[config.mk]
export PLATFORM = sky130hd
export DESIGN_NAME = swi_ret_unit_flat
export DESIGN_NICKNAME = d
export VERILOG_FILES = /design/src/rtl/swi_ret_if.sv /design/src/rtl/swi_ret_unit.sv /design/src/flat_wrapper.sv
export SDC_FILE = /design/constraint.sdc
export NUM_CORES = 1
export LEC_CHECK = 0
export ABC_AREA = 1
export CAP_MARGIN = 25
export CORE_UTILIZATION = 60
export CTS_CLUSTER_DIAMETER = 40
export CTS_CLUSTER_SIZE = 40
export DETAILED_ROUTE_END_ITERATION = 10
export PLACE_DENSITY_LB_ADDON = 0.05
export RECOVER_POWER = 50
export SETUP_SLACK_MARGIN = 0.3
export SYNTH_ARGS = -nofsm -noshare
export SYNTH_HDL_FRONTEND = slang
export SYNTH_SLANG_ARGS = --single-unit
[constraint.sdc]
create_clock -name iw_clk -period 8.7 [get_ports iw_clk]
set_input_delay 1.74 -clock iw_clk [delete_from_list [all_inputs] [get_ports iw_clk]]
set_output_delay 1.74 -clock iw_clk [all_outputs]
set_load 0.05 [all_outputs]
[src/rtl/swi_ret_if.sv]
// Pipeline-facing bundle of the SWI return unit: EX-stage requests in, return branch and stack status out.
interface swi_ret_if #(
    parameter int DEPTH = 8,
    parameter int AW    = 48
);
    localparam int DW = $clog2(DEPTH) + 1;

    logic          iw_swi_valid;
    logic [AW-1:0] iw_swi_lr;
    logic          iw_sret_valid;
    logic          iw_stall;
    logic          iw_flush;
    logic          iw_fault_clr;
    logic          ow_ret_taken;
    logic [AW-1:0] ow_ret_pc;
    logic [DW-1:0] ow_depth;
    logic          ow_empty;
    logic          ow_full;
    logic          ow_fault;
    logic [1:0]    ow_fault_code;

    modport master (
        output iw_swi_valid, iw_swi_lr, iw_sret_valid, iw_stall, iw_flush, iw_fault_clr,
        input  ow_ret_taken, ow_ret_pc, ow_depth, ow_empty, ow_full, ow_fault, ow_fault_code
    );

    modport slave (
        input  iw_swi_valid, iw_swi_lr, iw_sret_valid, iw_stall, iw_flush, iw_fault_clr,
        output ow_ret_taken, ow_ret_pc, ow_depth, ow_empty, ow_full, ow_fault, ow_fault_code
    );
endinterface

[src/rtl/swi_ret_unit.sv]
// Hardware return-address stack for SWI/SRET: pushes LR on SWI, pops on SRET and
// issues a one-cycle return branch to fetch.
module swi_ret_unit #(
    parameter int DEPTH = 8,
    parameter int AW    = 48
) (
    input  logic      iw_clk,
    input  logic      iw_rst,
    swi_ret_if.slave  bus
);
    localparam int PW = $clog2(DEPTH);
    localparam int DW = PW + 1;
    localparam logic [1:0] FC_NONE = 2'b00;
    localparam logic [1:0] FC_OVF  = 2'b01;
    localparam logic [1:0] FC_UNF  = 2'b10;

    typedef enum logic {IDLE, RET} state_t;

    state_t        state;
    logic [PW-1:0] sp;
    logic [PW-1:0] sp_m1;
    logic [DW-1:0] depth;
    logic [AW-1:0] ret_pc;
    logic          fault;
    logic [1:0]    fault_code;
    logic [AW-1:0] mem [DEPTH];

    logic accept, empty, full;
    logic do_pop, do_push, ovf, unf;
    logic [PW-1:0] wr_addr;

    assign accept  = ~bus.iw_stall & ~bus.iw_flush;
    assign empty   = (depth == '0);
    assign full    = (depth == DW'(DEPTH));
    assign sp_m1   = sp - 1'b1;

    // A pop in the same cycle frees a slot, so SWI+SRET on a full stack is legal.
    assign do_pop  = accept & bus.iw_sret_valid & ~empty;
    assign do_push = accept & bus.iw_swi_valid & (~full | do_pop);
    assign ovf     = accept & bus.iw_swi_valid & full & ~do_pop;
    assign unf     = accept & bus.iw_sret_valid & empty;
    assign wr_addr = do_pop ? sp_m1 : sp;

    always_ff @(posedge iw_clk or negedge iw_rst) begin
        if (!iw_rst) begin
            state      <= IDLE;
            sp         <= '0;
            depth      <= '0;
            ret_pc     <= '0;
            fault      <= 1'b0;
            fault_code <= FC_NONE;
        end else if (bus.iw_flush) begin
            state <= IDLE;
        end else if (!bus.iw_stall) begin
            state <= do_pop ? RET : IDLE;
            if (do_pop)
                ret_pc <= mem[sp_m1];

            // Pop+push replaces the top in place: SP and depth stay put.
            if (do_push && !do_pop) begin
                sp    <= sp + 1'b1;
                depth <= depth + 1'b1;
            end else if (do_pop && !do_push) begin
                sp    <= sp_m1;
                depth <= depth - 1'b1;
            end

            if (ovf || unf) begin
                fault <= 1'b1;
                if (!fault || bus.iw_fault_clr)
                    fault_code <= ovf ? FC_OVF : FC_UNF;
            end else if (bus.iw_fault_clr) begin
                fault      <= 1'b0;
                fault_code <= FC_NONE;
            end
        end
    end

    always_ff @(posedge iw_clk) begin
        if (do_push)
            mem[wr_addr] <= bus.iw_swi_lr;
    end

    assign bus.ow_ret_taken  = (state == RET);
    assign bus.ow_ret_pc     = ret_pc;
    assign bus.ow_depth      = depth;
    assign bus.ow_empty      = empty;
    assign bus.ow_full       = full;
    assign bus.ow_fault      = fault;
    assign bus.ow_fault_code = fault_code;
endmodule

[src/flat_wrapper.sv]
// flat-port wrapper written by rule: the top's interface ports become plain ports
module swi_ret_unit_flat 
#(
    parameter int DEPTH = 8,
    parameter int AW    = 48
)
  (iw_clk, iw_rst, bus_iw_swi_valid, bus_iw_swi_lr, bus_iw_sret_valid, bus_iw_stall, bus_iw_flush, bus_iw_fault_clr, bus_ow_ret_taken, bus_ow_ret_pc, bus_ow_depth, bus_ow_empty, bus_ow_full, bus_ow_fault, bus_ow_fault_code);
  swi_ret_if #(.DEPTH(DEPTH), .AW(AW)) bus_i ();
  input  logic iw_clk;
  input  logic iw_rst;
  input wire logic [$bits(bus_i.iw_swi_valid)-1:0] bus_iw_swi_valid;
  input wire logic [$bits(bus_i.iw_swi_lr)-1:0] bus_iw_swi_lr;
  input wire logic [$bits(bus_i.iw_sret_valid)-1:0] bus_iw_sret_valid;
  input wire logic [$bits(bus_i.iw_stall)-1:0] bus_iw_stall;
  input wire logic [$bits(bus_i.iw_flush)-1:0] bus_iw_flush;
  input wire logic [$bits(bus_i.iw_fault_clr)-1:0] bus_iw_fault_clr;
  output wire logic [$bits(bus_i.ow_ret_taken)-1:0] bus_ow_ret_taken;
  output wire logic [$bits(bus_i.ow_ret_pc)-1:0] bus_ow_ret_pc;
  output wire logic [$bits(bus_i.ow_depth)-1:0] bus_ow_depth;
  output wire logic [$bits(bus_i.ow_empty)-1:0] bus_ow_empty;
  output wire logic [$bits(bus_i.ow_full)-1:0] bus_ow_full;
  output wire logic [$bits(bus_i.ow_fault)-1:0] bus_ow_fault;
  output wire logic [$bits(bus_i.ow_fault_code)-1:0] bus_ow_fault_code;
  assign bus_i.iw_swi_valid = bus_iw_swi_valid;
  assign bus_i.iw_swi_lr = bus_iw_swi_lr;
  assign bus_i.iw_sret_valid = bus_iw_sret_valid;
  assign bus_i.iw_stall = bus_iw_stall;
  assign bus_i.iw_flush = bus_iw_flush;
  assign bus_i.iw_fault_clr = bus_iw_fault_clr;
  assign bus_ow_ret_taken = bus_i.ow_ret_taken;
  assign bus_ow_ret_pc = bus_i.ow_ret_pc;
  assign bus_ow_depth = bus_i.ow_depth;
  assign bus_ow_empty = bus_i.ow_empty;
  assign bus_ow_full = bus_i.ow_full;
  assign bus_ow_fault = bus_i.ow_fault;
  assign bus_ow_fault_code = bus_i.ow_fault_code;
  swi_ret_unit #(.DEPTH(DEPTH), .AW(AW)) u_core (.iw_clk(iw_clk), .iw_rst(iw_rst), .bus(bus_i));
endmodule
-- Word-level counts from Yosys, hierarchy flattened
Memory sizes are Yosys's and may differ from the RTL's. A register that Yosys moved wholly into a read port is not among the register bits.
Index checks and enable logic that the tools add are counted.
- bits in writable memories: 384
- bits in latches: 0
- bits in read-only memories: 0
- memories kept: 1
- output and inout port bits: 58
- bits in registers: 11
- memory list (memory ; depth ; width ; rd ports ; clocked after memory_dff ; write ports ; line ; RTL):
    u_core.mem ; 8 ; 48 ; 1 ; 1 ; 1 ; swi_ret_unit.sv:26 ; logic [AW-1:0] mem [DEPTH];
- bitwise gates (word level): 14
- magnitude comparators: 0
- reductions and logical operators: 15
- multiplexer cells: 16
- multiply operators: 0
- $add $sub $neg: 4
- divide/modulo/power cells: 0
- shift operators: 0
- equal/unequal tests: 3
- operator list (cell ; number):
    3-bit two-way mux ; 3
    3-bit AND reduction ; 3
    1-bit AND ; 8
    2-bit two-way mux ; 4
    4-bit two-way mux ; 2
    1-bit two-way mux ; 7
    1-bit inverter ; 5
    4-bit by 1-bit adder with 4-bit output (second input constant) ; 1
    4-bit equality test (second input constant) ; 1
    1-bit zero test ; 4
    4-bit zero test ; 1
    4-bit AND reduction ; 1
    2-bit nonzero test ; 2
    4-bit by 1-bit subtractor with 4-bit output (second input constant) ; 1
    3-bit by 1-bit adder with 3-bit output (second input constant) ; 1
    3-bit by 1-bit subtractor with 3-bit output (second input constant) ; 1
    1-bit logical AND ; 2
    1-bit logical OR ; 2
    2-bit by 1-bit inequality test with 1-bit output (second input constant) ; 1
    2-bit inequality test (second input constant) ; 1
    1-bit OR ; 1

-- Longest topological paths before layout
- depth after elaboration: 10
- gate-level depth with buffers: 17
- depth with buffers taken out: 17

-- Least setup slack after synthesis
No wires, ideal clock.
- kind: input -> register
- start: input port bus_iw_flush
- end: memory u_core.mem[4][0] (enable)
- path buffers: 1
- slack: 3.699 ns
- data required time: 8.246 ns
- cell stages on the path: 8
- arrival: 4.548 ns
- cells stage by stage: inv_1 -> nand2_1 -> nor2_1 -> nand2_2 -> buf_2 -> o21ai_1 -> nand2_1 -> nor2_1
- cells in the longest elaborated chain, start to end: 8
- elaborated cells between the ends (all ways): 10
- those cells by class: 3 x mux; 7 x bitwise
- RTL lines (item ; line ; RTL):
    start: declaration ; flat_wrapper.sv:15 ; input wire logic [$bits(bus_i.iw_flush)-1:0] bus_iw_flush;
    1-bit inverter (no source line) * ; n/a ;
    1-bit AND * ; swi_ret_unit.sv:32 ; assign accept = ~bus.iw_stall & ~bus.iw_flush;
    1-bit AND (2 in a row) ; swi_ret_unit.sv:38 ; assign do_pop = accept & bus.iw_sret_valid & ~empty;
    1-bit OR ; swi_ret_unit.sv:39 ; assign do_push = accept & bus.iw_swi_valid & (~full | do_pop);
    1-bit AND ; swi_ret_unit.sv:39 ;
    1-bit two-way mux ; swi_ret_unit.sv:80 ; if (do_push)
    1-bit two-way mux (implied by the code) ; swi_ret_unit.sv:81 ; mem[wr_addr] <= bus.iw_swi_lr;
    end: declaration ; swi_ret_unit.sv:26 ;
Every way passes the cells marked *; elsewhere a longest branch is shown, timed or not.

-- Worst setup path in the final report
- start: input port bus_iw_stall
- end: memory u_core.mem[6][29] (enable)
- cells in the longest elaborated chain, start to end: 8
- elaborated cells between the ends (all ways): 10
- those cells by class: 3 x mux; 7 x bitwise
- RTL lines (item ; line ; RTL):
    start: declaration ; flat_wrapper.sv:14 ; input wire logic [$bits(bus_i.iw_stall)-1:0] bus_iw_stall;
    1-bit inverter (no source line) * ; n/a ;
    1-bit AND * ; swi_ret_unit.sv:32 ;
    1-bit AND (2 in a row) ; swi_ret_unit.sv:38 ;
    1-bit OR ; swi_ret_unit.sv:39 ;
    1-bit AND ; swi_ret_unit.sv:39 ;
    1-bit two-way mux ; swi_ret_unit.sv:80 ;
    1-bit two-way mux (implied by the code) ; swi_ret_unit.sv:81 ;
Marked as above.

==> results.ini <==
[setup_path]
path_delay_family = buffers and inverters
cp_slowest_cell = nor2_4
startpoint = bus_iw_stall
critical_path.endpoint_type = flip-flop
worstPathBufferInverterCount = 6
critPathLaunchType = primary input
crit_arrival_ns = 5.85
path_class = primary input to flip-flop
timing.rr.start = u_core.bus.ow_depth[1]
worstPathMaxFanout = 63
crit_required_ns = 8.90
critical_path.cell_chain = dlygate4sd3_1 > inv_1 > nand2_1 > nor2_1 > nand2_2 > buf_4 > inv_1 > buf_12 > nand2_1 > nand3_1 > nor2_4 > buf_4
max_stage_delay_ns = 0.81

[power]
p_leak_nw = 7.58
ir_drop_v = 0.000326
p_per_area_nw_per_um2 = 375
total_power_w = 0.00776

[cts]
cts_root_buffer = clkbuf_16
cts_setup_buffers = 0
cts_buffer_depth = 3
clk_pin_slew_worst_paths_ns = 0.07
clk_latency_ns = 0.55
cts_tree = yes
cts_resized = 0
postCtsHoldBufs = 0
htree_levels = 2
cts.sinks = 443
numCtsBuffers = 46

[timing]
hold_viol = 0
slew_headroom = -1.45
setup_viol = 0
finalWorstSetupSlack_ns = 3.05
final-max-slew-violation-count = 60
rsz0062_at_grt = no
fin_tns_setup_ns = 0
hold_slack_ns = 0.470
finClkSkew_ns = 0.0186
timing.final.crit_period_ns = 5.65
worstMarginPinSlew_ns = 3.67
max_freq_ghz = 0.177
post-route-period-util = 0.650

[synthesis]
yosysUniqueCellTypes = 22
seq_area_frac_synth = 0.739
netlist.top_cell.by_area = edfxtp_1
synth_cells = 1461
synth_edf_count = 384
synth_top_cells_by_area = edfxtp_1 66%, dfrtp_1 8.4%, nor2_1 6.5%
synth-main-ff-cell = edfxtp_1
yosysMostFrequentCell = edfxtp_1
synth_top_area_frac = 0.655
yosysWarnings = 0
netlist_area_sq_um = 17600
async_reset_ff_frac = 0.133
synth_seq_cells = 443
synth_nets = 1522
synthTopCellsByCount = 384 x edfxtp_1, 304 x nor2_1, 181 x nand2_1, 153 x nand3_1, 150 x o21ai_0
avgSynthCellArea_sq_um = 12.0

[outcome]
violations = max-capacitance violations, max-slew violations
status = finished, violations left

[floorplan]
initial_core_util = 0.612
die_width_um = 173
pin_count = 113
die_area_sq_um = 30000
core-area_sq_um = 28800
die_y_um = 173
fp-row-count = 62

[layout]
area_delta_synth_final_pct = 17.7
drive_gt1_frac = 0.0729
fin_cells = 1975
nNetsFinal = 1615
diodes = 0

[placed_design]
port_buffers = 112
place_ws_ns = 2.79
hpwl_um = 20800
dp.cells = 1889
place.gp.congestion = 0.784

[detailed_routing]
wl_met2_um = 19000
routed.top_layer = met4
wl_per_cell_um = 19.6
drtAntennaViolNets = 0
drc = 0
m1WireLength_um = 16500
dr.first_iter.drc_count = 1268
wl_um = 38700
vias = 11308
viasPerCell = 5.73
met3WireLength_um = 2540
firstDrtPassIters = 5

[global_route]
grt_pass1_wl_um = 61000
grt_pass1_vias = 11078
grt_max_degree = 99
grt-ovfl-total = 0
grt_use_total = 0.262
antenna_found_initial = 0

[worst_hold_path]
worstHoldStart = u_core.bus.ow_ret_pc[21]
hold_class = flip-flop to flip-flop

[job]
maxCapViolations = 1

## cell usage in the layout, fill, tap and decap left out, types with 7 or more instances in the layout
cell,netlist,layout
dfrtp_1,59,58
buf_4,6,15
nor2_4,0,8
clkdlybuf4s50_1,0,38
clkbuf_16,0,47
dlygate4sd3_1,0,73
o21ai_0,150,150
o211ai_1,49,49
inv_8,0,7
nand3_1,153,153
nor2_1,304,296
inv_6,0,7
inv_1,70,70
nand2_1,181,181
edfxtp_1,384,384
## area by class of cell
type | instances | area, sq um
Multi-Input combinational cell | 859 | 3960
Inverter | 73 | 279
Clock inverter | 36 | 470
Fill cell | 1932 | 8070
Clock buffer | 49 | 1180
Sequential cell | 443 | 13000
Timing Repair Buffer | 131 | 1320
Tap cell | 384 | 480
## sequential cells by signal (all words and copies together) (netlist names)
name	count
u_core.bus.ow_depth	4
u_core.bus.ow_fault	1
u_core.bus.ow_fault_code	2
u_core.bus.ow_ret_pc	48
u_core.bus.ow_ret_taken	1
u_core.mem	384
u_core.sp	3
## tightest hold or removal path, delay by kind of cell (launching register included)
kind	cells	cell delay, ns
AND/OR/NAND/NOR	2	0.10
flip-flops	1	0.34
## power by group
part	internal, W	switching (W)
logic	0.000937	0.00209
registers	0.00251	0.000137
clock network	0.00121	0.000879
total	0.00466	0.00311
## logic make-up (layout without fill, tap and decap cells)
kind of cell,count (synthesis),in the layout,share of synthesized area
AND/OR/NAND/NOR,640,640,0.148
flip-flops,443,443,0.739
AO/OA/AOI/OAI,208,208,0.0661
buffers and inverters,159,289,0.0400
adder cells (fa/ha/maj),6,6,0.00427
XOR/XNOR,5,5,0.00292
## per-stage QoR
step / utilization / cell area (sq um)
floorplan: - / 17600
global placement: 0.659 / 19000
detailed placement: 0.661 / 19000
CTS: 0.719 / 20700
finish: 0.720 / 20700
global route: 0.720 / 20700
## final timing paths
check,slack (ns),endpoint,cells past startpoint
worst max-delay path,3.05,u_core.mem[6][29],12
worst min-delay path,0.47,u_core.bus.ow_ret_pc[21],2
worst max register to register,4.33,u_core.mem[6][29],10
worst min register to register,0.47,u_core.bus.ow_ret_pc[21],2
max in group asynchronous,3.68,u_core.sp[0],1
min in group asynchronous,2.46,u_core.bus.ow_ret_pc[21],1
## routing by layer
layer  vias to the layer above  GRT usage
met5                         -          0
met4                         0     0.0741
li1                       5284          -
met1                      5509      0.378
met3                        53     0.0346
met2                       462      0.425
Power figures use the tool's default switching activity.
